File: src/rtl/speck_iter_core.sv
// Iterative SPECK block cipher core (SPECK96/96, SPECK128/128 and similar m=2 variants).
// One key-schedule step or one cipher round per clock. Round keys are kept in a local
// array so later operations under the same key can skip key expansion.
module speck_iter_core #(
  parameter int unsigned WORD_W    = 64,
  parameter int unsigned NR_ROUNDS = 32
) (
  input  logic                  clk,
  input  logic                  rst_n,
  input  logic                  start,
  input  logic                  mode,
  input  logic                  reuse_key,
  input  logic [2*WORD_W-1:0]   key,
  input  logic [2*WORD_W-1:0]   data_in,
  output logic [2*WORD_W-1:0]   data_out,
  output logic                  busy,
  output logic                  finished,
  output logic [3:0]            state_response
);

  localparam int unsigned CtrW = $clog2(NR_ROUNDS);
  // Last counter value of each phase; the counter never wraps inside a state.
  localparam logic [CtrW-1:0] LastExp = CtrW'(NR_ROUNDS - 2);
  localparam logic [CtrW-1:0] LastRnd = CtrW'(NR_ROUNDS - 1);

  typedef enum logic [1:0] {
    StIdle   = 2'd0,
    StExpand = 2'd1,
    StRound  = 2'd2,
    StDone   = 2'd3
  } state_e;

  function automatic logic [WORD_W-1:0] ror(input logic [WORD_W-1:0] v, input int unsigned s);
    return (v >> s) | (v << (WORD_W - s));
  endfunction

  function automatic logic [WORD_W-1:0] rol(input logic [WORD_W-1:0] v, input int unsigned s);
    return (v << s) | (v >> (WORD_W - s));
  endfunction

  state_e              state_q, state_d;
  logic [CtrW-1:0]     ctr_q, ctr_d;
  logic                key_valid_q, key_valid_d;
  logic                mode_q, mode_d;
  logic [WORD_W-1:0]   x_q, x_d, y_q, y_d;
  logic [WORD_W-1:0]   k_q, k_d, l_q, l_d;
  logic [2*WORD_W-1:0] dout_q, dout_d;

  logic [WORD_W-1:0]   rk_q [NR_ROUNDS];
  logic                rk_we;
  logic [CtrW-1:0]     rk_waddr;
  logic [WORD_W-1:0]   rk_wdata;

  logic [CtrW-1:0]     rk_idx;
  logic [WORD_W-1:0]   rk_cur;
  logic [WORD_W-1:0]   l_step, k_step;
  logic [WORD_W-1:0]   enc_x, enc_y, dec_x, dec_y, rnd_x, rnd_y;

  // Key schedule step: iteration index is the counter itself.
  assign l_step = (k_q + ror(l_q, 8)) ^ WORD_W'(ctr_q);
  assign k_step = rol(k_q, 3) ^ l_step;

  // Decryption walks the round keys backwards.
  assign rk_idx = mode_q ? (LastRnd - ctr_q) : ctr_q;
  assign rk_cur = rk_q[rk_idx];

  assign enc_x = (ror(x_q, 8) + y_q) ^ rk_cur;
  assign enc_y = rol(y_q, 3) ^ enc_x;
  assign dec_y = ror(x_q ^ y_q, 3);
  assign dec_x = rol((x_q ^ rk_cur) - dec_y, 8);
  assign rnd_x = mode_q ? dec_x : enc_x;
  assign rnd_y = mode_q ? dec_y : enc_y;

  // Next-state, datapath updates and round-key write port.
  always_comb begin
    state_d     = state_q;
    ctr_d       = ctr_q;
    key_valid_d = key_valid_q;
    mode_d      = mode_q;
    x_d         = x_q;
    y_d         = y_q;
    k_d         = k_q;
    l_d         = l_q;
    dout_d      = dout_q;
    rk_we       = 1'b0;
    rk_waddr    = '0;
    rk_wdata    = '0;

    unique case (state_q)
      StIdle: begin
        if (start) begin
          x_d    = data_in[2*WORD_W-1:WORD_W];
          y_d    = data_in[WORD_W-1:0];
          mode_d = mode;
          ctr_d  = '0;
          if (reuse_key && key_valid_q) begin
            state_d = StRound;
          end else begin
            k_d      = key[2*WORD_W-1:WORD_W];
            l_d      = key[WORD_W-1:0];
            rk_we    = 1'b1;
            rk_waddr = '0;
            rk_wdata = key[2*WORD_W-1:WORD_W];
            state_d  = StExpand;
          end
        end
      end
      StExpand: begin
        k_d      = k_step;
        l_d      = l_step;
        rk_we    = 1'b1;
        rk_waddr = ctr_q + CtrW'(1);
        rk_wdata = k_step;
        if (ctr_q == LastExp) begin
          ctr_d       = '0;
          key_valid_d = 1'b1;
          state_d     = StRound;
        end else begin
          ctr_d = ctr_q + CtrW'(1);
        end
      end
      StRound: begin
        x_d = rnd_x;
        y_d = rnd_y;
        if (ctr_q == LastRnd) begin
          dout_d  = {rnd_x, rnd_y};
          ctr_d   = '0;
          state_d = StDone;
        end else begin
          ctr_d = ctr_q + CtrW'(1);
        end
      end
      StDone: begin
        state_d = StIdle;
      end
      default: begin
        state_d = StIdle;
      end
    endcase
  end

  // Control and datapath registers.
  always_ff @(posedge clk or negedge rst_n) begin
    if (!rst_n) begin
      state_q     <= StIdle;
      ctr_q       <= '0;
      key_valid_q <= 1'b0;
      mode_q      <= 1'b0;
      x_q         <= '0;
      y_q         <= '0;
      k_q         <= '0;
      l_q         <= '0;
      dout_q      <= '0;
    end else begin
      state_q     <= state_d;
      ctr_q       <= ctr_d;
      key_valid_q <= key_valid_d;
      mode_q      <= mode_d;
      x_q         <= x_d;
      y_q         <= y_d;
      k_q         <= k_d;
      l_q         <= l_d;
      dout_q      <= dout_d;
    end
  end

  // Round-key storage; contents are meaningless until key_valid is set, so no reset.
  always_ff @(posedge clk) begin
    if (rk_we) begin
      rk_q[rk_waddr] <= rk_wdata;
    end
  end

  assign data_out       = dout_q;
  assign busy           = (state_q != StIdle);
  assign finished       = (state_q == StDone);
  assign state_response = {2'b00, state_q};

endmodule
File: config.mk
export PLATFORM = sky130hd
export DESIGN_NAME = speck_iter_core
export DESIGN_NICKNAME = d
export VERILOG_FILES = /design/src/rtl/speck_iter_core.sv
export SDC_FILE = /design/constraint.sdc
export NUM_CORES = 2
export LEC_CHECK = 0
export BUFFER_PORTS_ARGS = -buffer_cell sky130_fd_sc_hd__buf_2
export CAP_MARGIN = 20
export CORE_UTILIZATION = 40
export CTS_CLUSTER_SIZE = 14
export DETAILED_ROUTE_END_ITERATION = 8
export GPL_ROUTABILITY_DRIVEN = 0
export GPL_TIMING_DRIVEN = 0
export PLACE_DENSITY_LB_ADDON = 0.15
export SYNTH_ARGS = -nofsm -noshare
export SYNTH_HDL_FRONTEND = slang
export SYNTH_SLANG_ARGS = --single-unit
File: constraint.sdc
create_clock -name clk -period 9.4 [get_ports clk]
set_input_delay 1.88 -clock clk [delete_from_list [all_inputs] [get_ports clk]]
set_output_delay 1.88 -clock clk [all_outputs]
set_load 0.02 [all_outputs]
## Yosys cells after proc, flatten, opt, wreduce, memory -nomap -nowiden

Memory sizes are Yosys's and may differ from the RTL's.
Index checks and enable logic that the tools add are counted.

| cells by class | value |
|---|---|
| $add $sub $neg | 5 |
| multiply operators | 0 |
| div/mod/pow operators | 0 |
| $lt $le $gt $ge | 0 |
| equal/unequal tests | 9 |
| shifts and indexed selects | 0 |
| muxes and demuxes | 31 |
| bitwise gates (word level) | 12 |
| reductions and logical operators | 13 |

Operator list:

| operator | number |
|---|---|
| 64-bit two-way mux | 10 |
| 64-bit one-hot mux with 2 select lines | 5 |
| 64-bit XOR | 5 |
| 64-bit adder | 2 |
| 56-bit by 64-bit OR with 64-bit output | 2 |
| 64-bit by 3-bit OR with 64-bit output | 2 |
| 61-bit by 64-bit OR with 64-bit output | 1 |
| 64-bit by 8-bit OR with 64-bit output | 1 |
| 64-bit subtractor | 1 |
| 64-bit by 5-bit XOR with 64-bit output | 1 |
| 5-bit two-way mux | 5 |
| 5-bit one-hot mux with 3 select lines | 1 |
| 5-bit == test (second input constant) | 2 |
| 2-bit AND reduction | 5 |
| 2-bit two-way mux | 4 |
| 2-bit != test (second input constant) | 4 |
| 2-bit one-hot mux with 4 select lines | 1 |
| 3-bit AND reduction | 2 |
| 2-bit nonzero test | 3 |
| 5-bit by 1-bit adder with 5-bit output (second input constant) | 1 |
| 5-bit subtractor (first input constant) | 1 |
| 2-bit == test (second input constant) | 2 |
| 1-bit two-way mux | 4 |
| 3-bit nonzero test | 1 |
| other kinds (4) | 4 |

| storage, ports and cells | value |
|---|---|
| bits in registers | 393 |
| latch bits | 0 |
| RAM bits | 2,048 |
| memory bits (read-only) | 0 |
| word-level logic and storage cells | 80 |
| memories | 1 |

Memories:

| memory | words | width | rd ports | clocked after Yosys merged registers in | write ports | line | source |
|---|---|---|---|---|---|---|---|
| rk_q | 32 | 64 | 1 | 0 | 1 | 49 | `logic [WORD_W-1:0] rk_q [NR_ROUNDS];` |

## Depth between registers and ports, before layout

An unclocked memory read counts as a cell.

| depth | value |
|---|---|
| word-level depth | 8 |
| gate-level depth with buffers | 24 |
| gate-level depth less buffers | 19 |

## Least setup slack after synthesis

No wires, ideal clock.

| timing | value |
|---|---|
| path kind | input to register |
| start | input port start |
| end | memory rk_q[20][0] (enable) |
| setup time | 0.487 ns |
| data arrival time | 5.236 ns |
| required time | 8.913 ns |
| path slack | 3.677 ns |
| stages | 6 |
| buffers on the path | 1 |
| cells stage by stage | nand2_1 > a21o_1 > clkbuf_1 > nor2_1 > a31oi_1 > nor2_1 |

| on the way | value |
|---|---|
| cells in the longest elaborated chain, start to end | 4 |

Ends and longest elaborated chain:

| what | line | source |
|---|---|---|
| start, declared | 10 | `input logic start,` |
| 1-bit two-way mux | 91 | `if (start) begin` |
| 1-bit one-hot mux with 2 select lines | 89 | `unique case (state_q)` |
| 1-bit two-way mux | 169 | `if (rk_we) begin` |
| 1-bit two-way mux (implied by the code) | 170 | `rk_q[rk_waddr] <= rk_wdata;` |
| end, declared | 49 |  |

Every way passes these cells.

## Worst setup path in the final report

| timing | value |
|---|---|
| start | register mode_q |
| end | register x_q[3] |

| on the way | value |
|---|---|
| cells in the longest elaborated chain, start to end | 7 |
| elaborated cells on any way between the ends | 8 |

Ends and longest elaborated chain:

| what | line | source |
|---|---|---|
| start, declared | 44 | `logic mode_q, mode_d;` |
| start signal, assigned | 158 | `mode_q <= mode_d;` |
| 5-bit two-way mux | 64 | `assign rk_idx = mode_q ? (LastRnd - ctr_q) : ctr_q;` |
| memory read 32 x 64 bit | - |  |
| 64-bit XOR | 70 | `assign dec_x = rol((x_q ^ rk_cur) - dec_y, 8);` |
| 64-bit subtractor | 70 |  |
| 64-bit by 8-bit OR with 64-bit output | 38 | `return (v << s) \| (v >> (WORD_W - s));` |
| 64-bit two-way mux (*) | 71 | `assign rnd_x = mode_q ? dec_x : enc_x;` |
| 64-bit one-hot mux with 2 select lines (*) | 89 |  |
| end signal, assigned | 149 | `x_q <= '0;` |
| end signal, assigned | 159 | `x_q <= x_d;` |
| end, declared | 45 | `logic [WORD_W-1:0] x_q, x_d, y_q, y_d;` |

Every way passes the cells marked *; elsewhere a longest branch is shown, timed or not.
A chain may end at the register's enable or synchronous reset.

==> reports/summary.txt <==
status: finished with violations
failing checks: negative setup slack
via count: 77100
crit path from: mode_q
TritonCTS clock tree: done
die height: 531 um
Syn Inst Count: 7552
port buffer count: 392
Critical Path Fanout Max: 10
hold path start: data_out[93]
DR iter-0 viols: 10100
Initial Util: 40.4%
via density per instance: 6.24
CP top delay family: compound AO/OA/AOI/OAI gates
time the worst path needs with I/O delays and setup: 9.55 ns
ANT nets after route: 0
Final period util: 102%
headroom to the max-slew limit: 6.43%
nets: 8926
Post-DP HPWL: 330000 um
crit-path cells: buf_2, buf_2, xor2_2, buf_2, buf_2, buf_2, nand2_1, nand3_1, a31oi_2, xnor2_2, ha_1, o21a_1, o31a_1, o21ai_0, a2bb2oi_1, a31oi_1, o211ai_1, a21oi_1, nor4b_1, a211oi_1, a21oi_1, a21o_1
GRT Total Usage: 31.6%
CTS root buf: clkbuf_16
Hold WS: 0.472 ns
initial antenna violation count: 17
HP Class: reg2reg
crit start category: flip-flop
simple-gate area share of the yosys netlist: 6.38%
Die Width: 531 um
clock tree buffer depth: 4
final global-route overflow total: 0
Setup Fix Bufs, Post-CTS: 0
sequential share of the synthesized area: 63.7%
drt wl/cell: 36.4 um
CTS Buf Count: 269
IO Pins: 395
# rows: 193
placed cell count: 11900
top_reg_cell synth: edfxtp_1
largest family of logic cells by synthesized area: multiplexers
clock skew: 0.0685 ns
max frequency: 105 MHz
Final Max Slew Viols: 0
Synth Area in Compound Gates: 8.12%
post-route setup slack: -0.155 ns
reg2reg start: mode_q
RSZ-0062 raised after global routing: false
Setup-failing EPs final: 1
clock sink total: 2441
die area: 282000 sq um
CTS H-tree lvls: 5
number of synthesized flops with an enable pin: 2048
most used cell along the critical path: buf_2
vias in the first global route: 75100
drt first pass iters: 8
Hold Vio Cnt, Final: 0
largest net degree at the start of global routing: 120
Synth Register Bits: 2441
Clk Latency, worst-skew pair: 0.88 ns
layout cells sized above 1: 20.9%
maxcap violations: 0
Post-Route WL: 450000 um
Yosys Warn Count: 0
Worst Path Buf+Inv: 5
Largest stage delay, worst path: 0.87 ns
first-pass GRT wire length: 612000 um
Synth Area in XOR/XNOR: 3.92%
Mapped Area: 112000 sq um
Worst EP arrival: 10.26 ns
Synth Area in Adders: 2.30%
P&R area growth vs syn: 18.1%
CTS clk-pin slew, worst paths: 0.07 ns
mux share of post-synthesis cell area: 13.7%
Layout Cells excl Fill: 12400
CP Data Required Time: 10.11 ns
FFs w/ async S/R, synth: 16.1%
Tightest Pin Transition: 1.40 ns
Core ar.: 277000 sq um
CP Class: reg2reg
crit end category: flip-flop
CP max-delay cell: a21oi_1
syn_area_per_cell: 14.8 sq um
DRC Markers: 0
post-synthesis cell type count: 91
==> placed cells by master (no fill, tap or decap), drive strengths merged, types with 27 or more instances in the layout <==
cell,netlist,final
nand4,60,60
mux2i,242,242
edfxtp,2048,2048
ha,201,201
and3,119,119
o31ai,43,43
o21a,29,29
clkinv,1,85
nor3,35,35
o21ai,425,425
a31oi,71,71
nand2,859,859
a211oi,27,27
a21o,182,182
xor2,156,156
xnor2,323,323
buf,179,816
clkbuf,260,606
o21bai,51,51
mux4,562,562
inv,61,70
nor2b,30,30
dfrtp,393,393
nand2b,29,29
a21oi,435,435
nand3,118,118
nor2,278,278
==> worst reg2reg max path, stage by stage (launching register included) <==
cell,delay (ns)
dfrtp_1,0.55
buf_2,0.34
buf_2,0.35
xor2_2,0.73
buf_2,0.61
buf_2,0.56
buf_2,0.65
nand2_1,0.15
nand3_1,0.24
a31oi_2,0.31
xnor2_2,0.42
ha_1,0.36
o21a_1,0.22
o31a_1,0.13
o21ai_0,0.48
a2bb2oi_1,0.30
a31oi_1,0.65
o211ai_1,0.53
a21oi_1,0.88
nor4b_1,0.12
a211oi_1,0.52
a21oi_1,0.15
a21o_1,0.21
==> cells in the mapped netlist, drive strengths merged, types with 19 or more instances <==
library cell,number,area share [%]
a21oi,435,1.9
dfrtp,393,8.8
edfxtp,2048,55
nor2b,30,0.17
nor3,35,0.16
xnor2,323,2.5
o31ai,43,0.29
mux4,562,11
o22ai,19,0.11
a21o,182,1.2
a22o,22,0.17
xor2,156,1.2
buf,179,0.85
o211ai,25,0.17
or3,22,0.12
nand4,60,0.33
mux2i,242,2.2
nor2,278,0.93
o21ai,425,1.9
nand2,859,2.9
a211oi,27,0.18
o21a,29,0.19
and2,26,0.15
ha,201,2.2
clkbuf,260,0.87
o21bai,51,0.34
nand2b,29,0.16
nand3,118,0.53
inv,61,0.20
mux2,24,0.24
a31oi,71,0.40
and3,119,0.66
==> timing repair <==
| action | CTS | global route |
|---|---|---|
| endpoints found under the setup margin | 1 | 9 |
| gates resized for setup | 1 | 3 |
| hold endpoints to repair | 0 | 0 |
| hold buffers | 0 | 0 |
==> metrics by stage <==
stage	setup WS [ns]	cell area, sq um	utilization (%)	TNS, ns
final	-0.155	132000	47.7	-0.155
after global placement	-3.71	119000	42.8	-6702.90
after floorplan	3.68	112000	-	0
after CTS	0.0146	132000	47.5	0
after detailed placement	-0.0947	124000	44.5	-0.0947
after global routing	0.0620	132000	47.7	0
==> flip-flops by register name (all words and copies together) (netlist names) <==
name	flops
rk_q	2048
data_out	128
k_q	64
l_q	64
x_q	64
y_q	64
ctr_q	5
state_q	2
key_valid_q	1
mode_q	1
==> cell type report <==
cell class	instances	area [sq um]
Sequential cell	2441	71300
Clock inverter	118	1100
Multi-Input combinational cell	4611	39000
Tap cell	3705	4640
Buffer	435	1920
Antenna cell	9	22.5
Timing Repair Buffer	641	6880
Fill cell	24100	145000
Clock buffer	346	7220
Inverter	62	233
==> path summary, 6_finish.rpt <==
path	endpoint	slack, ns	cells after the start
min in group asynchronous	data_out[53]	1.10	1
worst max register to register	x_q[3]	-0.15	22
max in group asynchronous	data_out[76]	6.68	3
worst min register to register	data_out[93]	0.47	2
worst min-delay path	data_out[93]	0.47	2
worst max-delay path	x_q[3]	-0.15	22
==> cell families (layout without fill, tap and decap cells) <==
family,Yosys count,in the layout
and+or+nand+nor,1617,1617
buffers and inverters,501,1602
muxes,828,828
xor gates and xnor gates,487,487
AOI/OAI and AO/OA,1473,1473
DFF,2441,2441
adders and majority gates,204,204
other,1,11
==> metal layers <==
metal  up-vias  GRT usage, %  wire length (um)
met5         -             0                69
met1     40200          40.8            172000
met4        10          16.4             27700
met2      4760          50.6            209000
li1      31100             -                 -
met3      1080          6.17             41500
Power is left out: the tool's default activity adds up to more than one toggle a clock period on the data nets, which glitch-free logic cannot reach.
